===== src/rtl/latch_bank_writer.sv =====
// latch_bank_writer: sequences setup/gate/hold write pulses and bank clears for a gated-latch bank.
module latch_bank_writer #(
  parameter int WIDTH     = 8,
  parameter int DEPTH     = 4,
  parameter int ADDR_W    = 2,
  parameter int SETUP_CYC = 1,
  parameter int PULSE_CYC = 2,
  parameter int HOLD_CYC  = 1,
  parameter int CLR_CYC   = 2
) (
  input  logic              clk,
  input  logic              rst_n,
  input  logic              wr_valid_i,
  output logic              wr_ready_o,
  input  logic [ADDR_W-1:0] wr_addr_i,
  input  logic [WIDTH-1:0]  wr_data_i,
  input  logic              clr_req_i,
  output logic [WIDTH-1:0]  lat_d_o,
  output logic [DEPTH-1:0]  lat_en_o,
  output logic              lat_clr_o,
  output logic              busy_o,
  output logic              done_o,
  output logic              wr_err_o
);
  localparam int MAXC = (SETUP_CYC > PULSE_CYC ? SETUP_CYC : PULSE_CYC) > (HOLD_CYC > CLR_CYC ? HOLD_CYC : CLR_CYC)
                      ? (SETUP_CYC > PULSE_CYC ? SETUP_CYC : PULSE_CYC) : (HOLD_CYC > CLR_CYC ? HOLD_CYC : CLR_CYC);
  localparam int CW = $clog2(MAXC + 1);

  typedef enum logic [2:0] {IDLE, SETUP, GATE, HOLD, CLEAR, FIN} state_t;

  state_t              state_q, state_d;
  logic [CW-1:0]       cnt_q, cnt_d;
  logic [ADDR_W-1:0]   addr_q, addr_d;
  logic [WIDTH-1:0]    lat_d_q, lat_d_d;
  logic [DEPTH-1:0]    lat_en_q, lat_en_d;
  logic                lat_clr_q, lat_clr_d, busy_q, busy_d, done_q, done_d;
  logic                err_q, err_d, ready_q, ready_d, oob;

  assign oob = 32'(addr_q) >= DEPTH;

  always_comb begin
    state_d = state_q;
    cnt_d   = cnt_q - CW'(1);
    addr_d  = addr_q;
    lat_d_d = lat_d_q;
    case (state_q)
      IDLE: begin
        cnt_d = cnt_q;
        if (clr_req_i) begin
          state_d = CLEAR;
          cnt_d   = CW'(CLR_CYC - 1);
        end else if (wr_valid_i && ready_q) begin
          state_d = SETUP;
          cnt_d   = CW'(SETUP_CYC - 1);
          addr_d  = wr_addr_i;
          lat_d_d = wr_data_i;
        end
      end
      SETUP: if (cnt_q == '0) begin
        state_d = GATE;
        cnt_d   = CW'(PULSE_CYC - 1);
      end
      GATE: if (cnt_q == '0) begin
        state_d = HOLD;
        cnt_d   = CW'(HOLD_CYC - 1);
      end
      HOLD:    if (cnt_q == '0) state_d = FIN;
      CLEAR:   if (cnt_q == '0) state_d = FIN;
      default: state_d = IDLE;
    endcase
    lat_en_d  = (state_d == GATE && 32'(addr_d) < DEPTH) ? DEPTH'(1) << addr_d : '0;
    lat_clr_d = state_d == CLEAR;
    busy_d    = state_d != IDLE && state_d != FIN;
    done_d    = state_d == FIN;
    err_d     = state_q == HOLD && state_d == FIN && oob;
    ready_d   = state_d == IDLE;
  end

  always_ff @(posedge clk or negedge rst_n) begin
    if (!rst_n) begin
      state_q   <= IDLE;
      cnt_q     <= '0;
      addr_q    <= '0;
      lat_d_q   <= '0;
      lat_en_q  <= '0;
      lat_clr_q <= 1'b0;
      busy_q    <= 1'b0;
      done_q    <= 1'b0;
      err_q     <= 1'b0;
      ready_q   <= 1'b0;
    end else begin
      state_q   <= state_d;
      cnt_q     <= cnt_d;
      addr_q    <= addr_d;
      lat_d_q   <= lat_d_d;
      lat_en_q  <= lat_en_d;
      lat_clr_q <= lat_clr_d;
      busy_q    <= busy_d;
      done_q    <= done_d;
      err_q     <= err_d;
      ready_q   <= ready_d;
    end
  end

  assign wr_ready_o = ready_q;
  assign lat_d_o    = lat_d_q;
  assign lat_en_o   = lat_en_q;
  assign lat_clr_o  = lat_clr_q;
  assign busy_o     = busy_q;
  assign done_o     = done_q;
  assign wr_err_o   = err_q;
endmodule


===== config.mk =====
export PLATFORM = sky130hd
export DESIGN_NAME = latch_bank_writer
export DESIGN_NICKNAME = d
export VERILOG_FILES = /design/src/rtl/latch_bank_writer.sv
export SDC_FILE = /design/constraint.sdc
export NUM_CORES = 1
export LEC_CHECK = 0
export ABC_AREA = 1
export CAP_MARGIN = 20
export CORE_MARGIN = 2
export CORE_UTILIZATION = 64
export DETAILED_ROUTE_END_ITERATION = 12
export DONT_BUFFER_PORTS = 1
export PLACE_DENSITY = 0.83
export SLEW_MARGIN = 5
export SYNTH_ARGS = -nofsm -noshare
export SYNTH_HDL_FRONTEND = slang
export SYNTH_SLANG_ARGS = --single-unit
export TNS_END_PERCENT = 30

===== constraint.sdc =====
create_clock -name clk -period 3.2 [get_ports clk]
set_clock_uncertainty 0.15 [all_clocks]
set_input_delay 0.32 -clock clk [delete_from_list [all_inputs] [get_ports clk]]
set_output_delay 0.32 -clock clk [all_outputs]
set_load 0.02 [all_outputs]

# After elaboration in Yosys (flattened, before gate mapping)

Cells that the tools add are included.

Bits in registers: 23
Latch bits: 0
RAM bits: 0
ROM bits: 0
Bits of input ports: 14
Output and inout bits: 17
Word-level logic and storage cells: 44
Memories: 0

Add/subtract/negate cells: 1
$mul: 0
Divide/modulo/power cells: 0
Order comparisons: 0
Equal/unequal tests: 9
Shift operators: 1
Multiplexer cells: 15
Bitwise logic cells: 1
Reduce and logical (&&, ||, !) cells: 8

Operator list:

| cell                                              | count |
|---|---|
| two-way mux 3 bit                                 | 5 |
| two-way mux 2 bit                                 | 7 |
| case mux 3 bit (4 select lines)                   | 1 |
| == test 3 x 2 -> 1 bit (second input constant)    | 3 |
| == test 3 bit (second input constant)             | 3 |
| logical NOT 3 bit                                 | 2 |
| != test 3 bit (second input constant)             | 2 |
| case mux 2 bit (3 select lines)                   | 1 |
| two-way mux 4 bit                                 | 1 |
| << shifter 1 x 2 -> 4 bit (first input constant)  | 1 |
| == test 3 x 1 -> 1 bit (second input constant)    | 1 |
| AND reduction 3 bit                               | 1 |
| nonzero test 3 bit                                | 1 |
| logical AND 1 bit                                 | 2 |
| logical NOT 2 bit                                 | 1 |
| OR reduction 2 bit                                | 1 |
| subtractor 2 x 1 -> 2 bit (second input constant) | 1 |
| NOT 1 bit                                         | 1 |

# Longest topological paths before layout

Gate-level depths: netlist (run 1).

Depth after elaboration: 6
Depth in mapped cells: 9
Mapped depth without buffers: 9

# Worst setup path after synthesis (run 1)

Ideal clock, no wire load.

Path type: reg-to-reg
From: register cnt_q[0]
To: register busy_q (netlist: busy_o)
Setup time: 0.117 ns
Data arrival time: 1.240 ns
Required time: 2.933 ns
Slack: 1.693 ns
Stages on the path, launching flop included: 10
Buffers on the path: 0
Period minus slack after synthesis: 1.507 ns
Path through: dfrtp_1 inv_1 ha_1 or2_1 nand2_1 nand2_1 nand2_1 nand2_1 nand2_1 nand2_1

Longest elaborated chain between the ends: 5

RTL lines:

| what                                                | RTL line | text |
|---|---|---|
| from (decl)                                         | 32       | `logic [CW-1:0] cnt_q, cnt_d;` |
| from (signal assigned)                              | 93       | `cnt_q <= cnt_d;` |
| logical NOT 2 bit *                                 | --       |  |
| two-way mux 3 bit (on tied branches)                | --       |  |
| case mux 3 bit (4 select lines) *                   | 46       | `case (state_q)` |
| != test 3 bit or nonzero test 3 bit (tied branches) | 73       | `busy_d = state_d != IDLE && state_d != FIN;` |
| logical AND 1 bit *                                 | 73       |  |
| via busy_d                                          | 36       | `logic lat_clr_q, lat_clr_d, busy_q, busy_d, done_q, done_d;` |
| to (signal assigned)                                | 98       | `busy_q <= busy_d;` |
| to (decl)                                           | 36       |  |

Mark *: on every way through the listed nets, which the timed path passes. The rest lies on a longest branch.
A chain may end at the register's enable or synchronous reset.

# Worst setup path after layout (run 1)

From: register ready_q (netlist: wr_ready_o)
To: register lat_en_q[0] (netlist: lat_en_o[0])

Longest elaborated chain between the ends: 6

RTL lines:

| what                                                                 | RTL line | text |
|---|---|---|
| from (decl)                                                          | 37       | `logic err_q, err_d, ready_q, ready_d, oob;` |
| from (signal assigned)                                               | 101      | `ready_q <= ready_d;` |
| logical AND 1 bit *                                                  | 52       | `end else if (wr_valid_i && ready_q) begin` |
| two-way mux 3 bit or two-way mux 2 bit (tied branches)               | 52       |  |
| two-way mux 3 bit or two-way mux 2 bit (tied branches)               | 49       | `if (clr_req_i) begin` |
| case mux 3 bit (4 select lines) or two-way mux 2 bit (tied branches) | 46       |  |
| == test 3 x 2 -> 1 bit or << shifter 1 x 2 -> 4 bit (tied branches)  | 71       | `lat_en_d = (state_d == GATE && 32'(addr_d) < DEPTH) ? DEPTH'(1) << addr_d : '0;` |
| two-way mux 4 bit *                                                  | 71       |  |
| via lat_en_d[0]                                                      | 35       | `logic [DEPTH-1:0] lat_en_q, lat_en_d;` |
| to (signal assigned)                                                 | 96       | `lat_en_q <= lat_en_d;` |
| to (decl)                                                            | 35       |  |

Marks and branches as above.

==> flow_metrics.tcl, run 1 <==
set metrics [dict create \
    cts_buffers 3 \
    ys_seq_area_frac 0.5336 \
    cts.clk_slew.worst_paths_ps 110 \
    grt_max_degree 24 \
    hpwl_um 1409 \
    tns_ps 0 \
    grt_pass1_wl_um 3174 \
    cts_tree "yes" \
    die_h_um 45.05 \
    critical_path_required_ps 3250 \
    max_freq_mhz 472.8 \
    grt-ovfl-total 0 \
    vdd_drop_max_uv 744.4 \
    drtIter0Drc 11 \
    dr.pass1.iters 4 \
    design_area_mm2 0.001151 \
    crit_type "reg2reg" \
    startpoint_type "flop" \
    n_fill_cell 115 \
    nets 150 \
    slowest_stage "nor2_1" \
    cp_cell_sequence "nand2_1 -> nor2_1 -> nand2_2 -> nand2_1 -> nand2_1 -> nand2_2 -> nor2_1" \
    area_growth_pct 6.728 \
    port_buffers 0 \
    mappedNetlistArea_mm2 0.001079 \
    place_congestion 0.8264 \
    synth_fp_nets 143 \
    p_leak_nw 0.6343 \
    io_pins 31 \
    relSlewSlack 0.5088 \
    die_width_um 45.05 \
    reg2reg_slack_ps 1080 \
    layout_common_cells "nand2_1 (42), dfrtp_1 (23), inv_1 (11), nand3_1 (11), nor2_1 (9)" \
    ys_ff_latch 23 \
    yosys_warnings 0 \
    insertion_delay_ps 300 \
    netlist_instances 126 \
    synth_cell_types 23 \
    drt-wirelength-per-cell_um 12.82 \
    drive_gt1_frac 0.1136 \
    postPlaceCellArea_mm2 0.001064 \
    final_common_cell "nand2_1" \
    reg2regPathDepth 7 \
    cts_max_path_buffers 2 \
    finalSetupViolations 0 \
    cts-root-buf "clkbuf_4" \
    path_max_fanout 12 \
    vias 790 \
    hold_violations 0 \
    cp.depth 7 \
    dieArea_mm2 0.002030 \
    worst-path-buf-inv 0 \
    diodes 0 \
    arrival_ps 2160 \
    htreeDepth 1 \
    avgViaCountPerCell 5.338 \
    worstMarginPinSlew_ps 734.1 \
    num_rows 14 \
    cp_slowest_stage_delay_ps 570 \
    antenna_found_initial 0 \
    cts_resized 0 \
    status "finished clean" \
    slew_violations 0 \
    grt_setup_unrepaired "false" \
    fin_ws_ps 1085 \
    post_cts_buffers 0 \
    drc 0 \
    hold_class "in2reg" \
    cts_sinks 23 \
    grt_pass1_vias 746 \
    ctsHoldBuffers 5 \
    path_common_cell "nand2_1" \
    finalCriticalPeriod_ps 2115 \
    endpoint "lat_en_o[0]" \
    period_share 0.6610 \
    syn_area_per_cell_um2 8.560 \
    endpoint_kind "flop" \
    worstSetupStartpoint "wr_ready_o" \
    power.total_w 0.001184 \
    coreArea_mm2 0.001541 \
    ant_nets 0 \
    reg2reg_from "wr_ready_o" \
    maxCapViolations 0 \
    cpLargestDelayFamily "simple AND/OR/NAND/NOR gates" \
    initial_utilization 0.6997 \
    grt_usage 0.2182 \
    timing.hold.ws_ps 8.262 \
    totalWireLength_um 1897 \
    r2r_end "lat_en_o[0]" \
    pre_cts_ws_ps 1076 \
    powerDensity_mw_per_mm2 1029 \
]
-- synth_stat cells --
cell type,instances,area [um^2]
nand2_1,42,157.7
dfrtp_1,23,575.6
inv_1,11,41.29
nand3_1,11,55.05
nor2_1,9,33.78
nand2_2,5,31.28
ha_1,3,37.54
inv_2,3,11.26
o21ai_0,3,15.01
a21oi_1,2,10.01
buf_6,2,22.52
and3b_1,1,8.760
buf_2,1,5.000
buf_4,1,7.510
conb_1,1,3.750
nand2_4,1,11.26
nand3_2,1,10.01
nand3b_1,1,7.510
nand4_1,1,6.260
nor2_4,1,11.26
nor3_1,1,5.000
o21ai_1,1,5.000
or2_1,1,6.260
-- state kept, by name, indices dropped and copies added (netlist names) --
register / cells
addr_q: 2
busy_o: 1
cnt_q: 2
done_o: 1
lat_clr_o: 1
lat_d_o: 8
lat_en_o: 4
state_q: 3
wr_ready_o: 1
-- worst min path at each step --
stage,start,endpoint,cells after the start
after global placement,rst_n,lat_clr_o,0
after CTS,wr_data_i[1],lat_d_o[1],2
after detailed placement,rst_n,busy_o,0
after floorplan,rst_n,addr_q[0],0
after global routing,wr_data_i[3],lat_d_o[3],2
final,wr_data_i[2],lat_d_o[2],2
-- power by group --
part / internal (W) / leakage [nW] / total, W / switching (W)
registers: 0.000413 / 0.295 / 0.000599 / 0.000186
logic: 0.000156 / 0.325 / 0.000462 / 0.000306
clock network: 0.0000485 / 0.0150 / 0.000123 / 0.0000746
total: 0.000618 / 0.634 / 0.00118 / 0.000567
-- metrics by stage --
stage / util / cells
finish: 0.7468 / 148
global route: 0.7468 / 148
CTS: 0.7394 / 147
detailed placement: 0.6899 / 138
global placement: 0.6899 / 138
floorplan: - / 126
-- layout make-up --
class                   instances  area [um^2]  share of cell area
inverters                      14        52.55             0.04565
well taps                      16        20.02             0.01739
flip-flops and latches         23        575.6              0.5000
repair buffers                  6        61.31             0.05326
clock buffers                   4        26.28             0.02283
multi-input cells              85        415.4              0.3609
-- layer usage --
layer	up-vias	global-route usage	wire, um
met3	2	0.04000	76
li1	401	-	-
met4	0	0.08824	11
met5	-	0	0
met1	366	0.3016	870
met2	21	0.3429	939
-- cells by family (layout without fill, tap and decap cells) --
group | Yosys count | in the layout | synth area share
compound gates | 6 | 6 | 0.02783
fa+ha+maj | 3 | 3 | 0.03481
buf+inv | 18 | 24 | 0.08120
flops | 23 | 23 | 0.5336
other cells | 1 | 1 | 0.003477
simple gates | 75 | 75 | 0.3190
No activity file was read; power rests on OpenSTA's default activity.
==> run 2: changes to the inputs <==
- CORE_UTILIZATION: 64 -> 60
- PLACE_DENSITY: 0.83 -> 0.79
- clock period: 3.2 -> 2 ns (I/O delays scaled with it)
==> run 2 against run 1 <==
Fmax increased by 24%. Register-to-register slack got worse by 780 ps. Design area increased by 9.5%. Count of clock-buffer cells in the layout decreased by 1. Sequential share of layout area decreased by 4.3 points. Routed wire length increased by 10%. Core utilization decreased by 0.90 points. Die area increased by 6.1%.
==> flow_metrics.tcl, run 2 (synthesis gave the netlist of run 1 again) <==
set metrics [dict create \
    p_leak_nw 0.6832 \
    p_sw_frac 0.4821 \
    tns_ps 0 \
    cp_cell_sequence "inv_1 -> ha_1 -> or2_1 -> nand2_1 -> nand2_1 -> nand2_1 -> nand2_1 -> nand2_1 -> nand2_1" \
    hold_class "in2reg" \
    cts.clk_slew.worst_paths_ps 130 \
    grt_pass1_wl_um 3263 \
    ant_nets 0 \
    area_growth_pct 16.82 \
    cts-root-buf "clkbuf_4" \
    drtIter0Drc 16 \
    vdd_drop_max_uv 944.0 \
    antenna_found_initial 0 \
    stdcell_count 167 \
    insertion_delay_ps 320 \
    cp_slowest_stage_delay_ps 410 \
    power.total_w 0.001982 \
    htreeDepth 1 \
    cts_buffers 3 \
    post_cts_buffers 0 \
    die_width_um 46.40 \
    n_fill_cell 127 \
    port_buffers 0 \
    drive_gt1_frac 0.1338 \
    avgViaCountPerCell 4.922 \
    hold_violations 0 \
    cpLargestDelayFamily "simple AND/OR/NAND/NOR gates" \
    hpwl_um 1432 \
    period_share 0.8500 \
    path_common_cell "nand2_1" \
    finalSetupViolations 0 \
    slew_violations 0 \
    crit_type "reg2reg" \
    cts_max_path_buffers 2 \
    finish.utilization 0.7377 \
    num_rows 15 \
    clockPowerShare 0.109 \
    vias 822 \
    power_frac_seq 0.476 \
    switching_power_w 0.0009556 \
    initial_utilization 0.6315 \
    grt_usage 0.2203 \
    register_area_um2 575.6 \
    grt-ovfl-total 0 \
    path_max_fanout 5 \
    totalWireLength_um 2089 \
    dieArea_mm2 0.002153 \
    place_congestion 0.8541 \
    cts_tree "yes" \
    io_pins 31 \
    finalCriticalPeriod_ps 1700 \
    powerDensity_mw_per_mm2 1573 \
    die_h_um 46.40 \
    maxCapViolations 0 \
    worst-path-buf-inv 1 \
    grt_pass1_vias 787 \
    critical_path_required_ps 2080 \
    grt_setup_unrepaired "false" \
    startpoint_type "flop" \
    grt_max_degree 24 \
    largest_reg_flops 8 \
    multi_input_area_um2 415.4 \
    endpoint_kind "flop" \
    status "finished clean" \
    comb_power_share 0.415 \
    arrival_ps 1780 \
    nets 160 \
    max_freq_mhz 588.2 \
    drc 0 \
    dr.pass1.iters 4 \
    diodes 0 \
    final_common_cell "nand2_1" \
    slowest_stage "dfrtp_1" \
    layout_common_cells "nand2_1 (42), dfrtp_1 (23), dlygate4sd3_1 (12), inv_1 (11), nand3_1 (11)" \
    cts_sinks 23 \
    drt-wirelength-per-cell_um 12.51 \
    coreArea_mm2 0.001708 \
    p_int_w 0.001027 \
    placed_cells_incl_taps 150 \
]
[run 2: changes by cell type in the layout (fill, tap and decap cells not counted)]
cell	before	now
dlygate4sd3_1	5	12
buf_4	0	3
buf_6	1	0
buf_8	0	1
clkbuf_1	1	0
clkinv_2	0	1
[run 2: layout make-up]
cell class | instances | area share
clock buffer | 3 | 0.01787
clock inverter | 1 | 0.003972
inverter | 14 | 0.04171
multi-input combinational | 85 | 0.3297
sequential | 23 | 0.4568
tap | 25 | 0.02483
timing repair buffer | 16 | 0.1251
[run 2: power by group through the flow]
stage	logic [W]	registers (W)	clock network (W)
after global routing	0.000936	0.000975	0.000236
after global placement	0.000735	0.000946	0
after floorplan	0.000634	0.000930	0
after CTS	0.000819	0.000944	0.000222
final	0.000822	0.000943	0.000217
after detailed placement	0.000787	0.000950	0
[run 2: worst register-to-register path: stages, from the launching register on]
cell and delay (ps):
dfrtp_1 410, inv_1 100, ha_1 240, or2_1 220
nand2_1 70, nand2_1 50, nand2_1 160, nand2_1 100
nand2_1 70, nand2_1 50
[run 2: path summary, 6_finish.rpt]
path	startpoint	endpoint	slack [ps]	cells after the start
setup / recovery	cnt_q[0]	busy_o	300	9
hold / removal	clr_req_i	cnt_q[1]	20	3
setup reg to reg	cnt_q[0]	busy_o	300	9
hold reg to reg	addr_q[0]	addr_q[0]	390	2
max in group asynchronous	rst_n	lat_en_o[3]	1200	2
min in group asynchronous	rst_n	lat_d_o[4]	70	1
[run 2: timing repair]
item | in CTS | in global routing
endpoints found under the hold margin | 39 | 0
hold buffers | 12 | 0
resized for setup | 0 | 0
[run 2: routing by layer]
metal | GRT usage | routed length [um]
met3 | 0.04314 | 78
met2 | 0.3722 | 1057
met5 | 0 | 0
met1 | 0.2677 | 904
met4 | 0.1029 | 48
[run 2: metrics by stage]
step	instance area, um^2	setup slack [ps]	hold slack, ps
2_1_floorplan	1079	493.2	-245.6
3_3_place_gp	1097	430.6	-245.1
3_5_place_dp	1097	326.1	-245.1
4_1_cts	1245	292.1	14.37
5_1_grt	1260	153.3	42.09
6_report	1260	300.0	23.50
==> run 3: changes to the inputs <==
--- a/constraint.sdc
+++ b/constraint.sdc
@@ -4,2 +4,2 @@
 set_output_delay 0.2 -clock clk [all_outputs]
-set_load 0.02 [all_outputs]
+set_load 0.01 [all_outputs]
==> run 3 against run 2 <==
Fmax up 0.54%. Sequential share of layout area fell by 0.090 points. Critical path depth did not move. Clock power fell by 3%. Count of clock-buffer cells in the layout is the same. Register-to-register slack is essentially flat. Sequential power shrank 7.8%. Global-route usage down 0.36 points. Sequential cell count unchanged. Largest power group unchanged. Total power fell by 5.9%.
==> flow_metrics.tcl, run 3 (synthesis gave the netlist of run 1 again) <==
set metrics [dict create \
    status "finished clean" \
    cts_sinks 23 \
    register_area_um2 575.6 \
    arrival_ps 1740 \
    drtIter0Drc 13 \
    die_width_um 46.40 \
    stdcell_count 167 \
    placed_cells_incl_taps 149 \
    power.total_w 0.001866 \
    dr.pass1.iters 4 \
    avgViaCountPerCell 5.030 \
    maxCapViolations 0 \
    post_cts_buffers 0 \
    dieArea_mm2 0.002153 \
    drive_gt1_frac 0.1268 \
    htreeDepth 1 \
    max_freq_mhz 591.4 \
    place_congestion 0.8430 \
    diodes 0 \
    hold_class "in2reg" \
    cts-root-buf "clkbuf_4" \
    grt-ovfl-total 0 \
    startpoint_type "flop" \
    io_pins 31 \
    grt_pass1_wl_um 3318 \
    final_common_cell "nand2_1" \
    finalSetupViolations 0 \
    cts_buffers 3 \
    cts_tree "yes" \
    cts_resized 0 \
    tns_ps 0 \
    port_buffers 0 \
    critical_path_required_ps 2050 \
    largest_reg_flops 8 \
    finalCriticalPeriod_ps 1691 \
    path_max_fanout 5 \
    endpoint_kind "flop" \
    grt_usage 0.2167 \
    design_area_mm2 0.001262 \
    n_fill_cell 119 \
    totalWireLength_um 2071 \
    nets 160 \
    layout_common_cells "nand2_1 (42), dfrtp_1 (23), dlygate4sd3_1 (13), inv_1 (11), nand3_1 (11)" \
    cts_max_path_buffers 2 \
    grt_setup_unrepaired "false" \
    drt-wirelength-per-cell_um 12.40 \
    p_leak_nw 0.6823 \
    reg2reg_slack_ps 310 \
    ctsHoldBuffers 12 \
    ant_nets 0 \
    initial_utilization 0.6315 \
    crit_type "reg2reg" \
    vias 840 \
    period_share 0.8455 \
    hold_violations 0 \
    slew_violations 0 \
    drc 0 \
    multi_input_area_um2 415.4 \
    grt_max_degree 24 \
    vdd_drop_max_uv 971.1 \
    insertion_delay_ps 300 \
    hpwl_um 1482 \
    antenna_found_initial 0 \
    num_rows 15 \
    grt_pass1_vias 806 \
    postPlaceCellArea_mm2 0.001090 \
    powerDensity_mw_per_mm2 1478 \
    area_growth_pct 17.05 \
    die_h_um 46.40 \
    cts.clk_slew.worst_paths_ps 130 \
    coreArea_mm2 0.001708 \
]
run 3: worst paths after layout:
path,to,depth (start not counted),from
setup / recovery,busy_o,9,cnt_q[0]
hold / removal,lat_en_o[1],4,wr_addr_i[1]
setup reg to reg,busy_o,9,cnt_q[0]
hold reg to reg,addr_q[0],2,addr_q[0]
max in group asynchronous,cnt_q[0],3,rst_n
min in group asynchronous,lat_d_o[3],2,rst_n
run 3: cell type report:
class / count / area share
sequential: 23 / 0.4559
clock inverter: 1 / 0.003964
clock buffer: 3 / 0.01784
inverter: 14 / 0.04163
timing repair buffer: 16 / 0.1269
tap: 25 / 0.02478
multi-input combinational: 85 / 0.3290
run 3: metrics by stage:
| step | util | hold WS (ps) | worst slack [ps] |
|---|---|---|---|
| floorplan | - | -245.6 | 493.2 |
| global placement | 0.6381 | -245.1 | 429.8 |
| detailed placement | 0.6381 | -245.1 | 340.0 |
| CTS | 0.7245 | 8.591 | 314.5 |
| global route | 0.7392 | 27.36 | 215.9 |
| finish | 0.7392 | 6.130 | 309.1 |
run 3: layer usage:
layer / wire [um] / global-route usage / vias up
li1: - / - / 419
met4: 10 / 0.02857 / 0
met1: 873 / 0.2688 / 396
met2: 1110 / 0.3972 / 23
met3: 76 / 0.03922 / 2
met5: 0 / 0 / -
run 3: power breakdown:
group          internal [W]  switching (W)
Clock             0.0000744       0.000135
Combinational      0.000281       0.000506
Sequential         0.000662       0.000207
Total               0.00102       0.000849
run 3: critical path, cell delays in order (launching register included):
cell,delay (ps)
dfrtp_1,410
inv_1,90
ha_1,250
or2_1,220
nand2_1,60
nand2_1,50
nand2_1,150
nand2_1,100
nand2_1,70
nand2_1,50
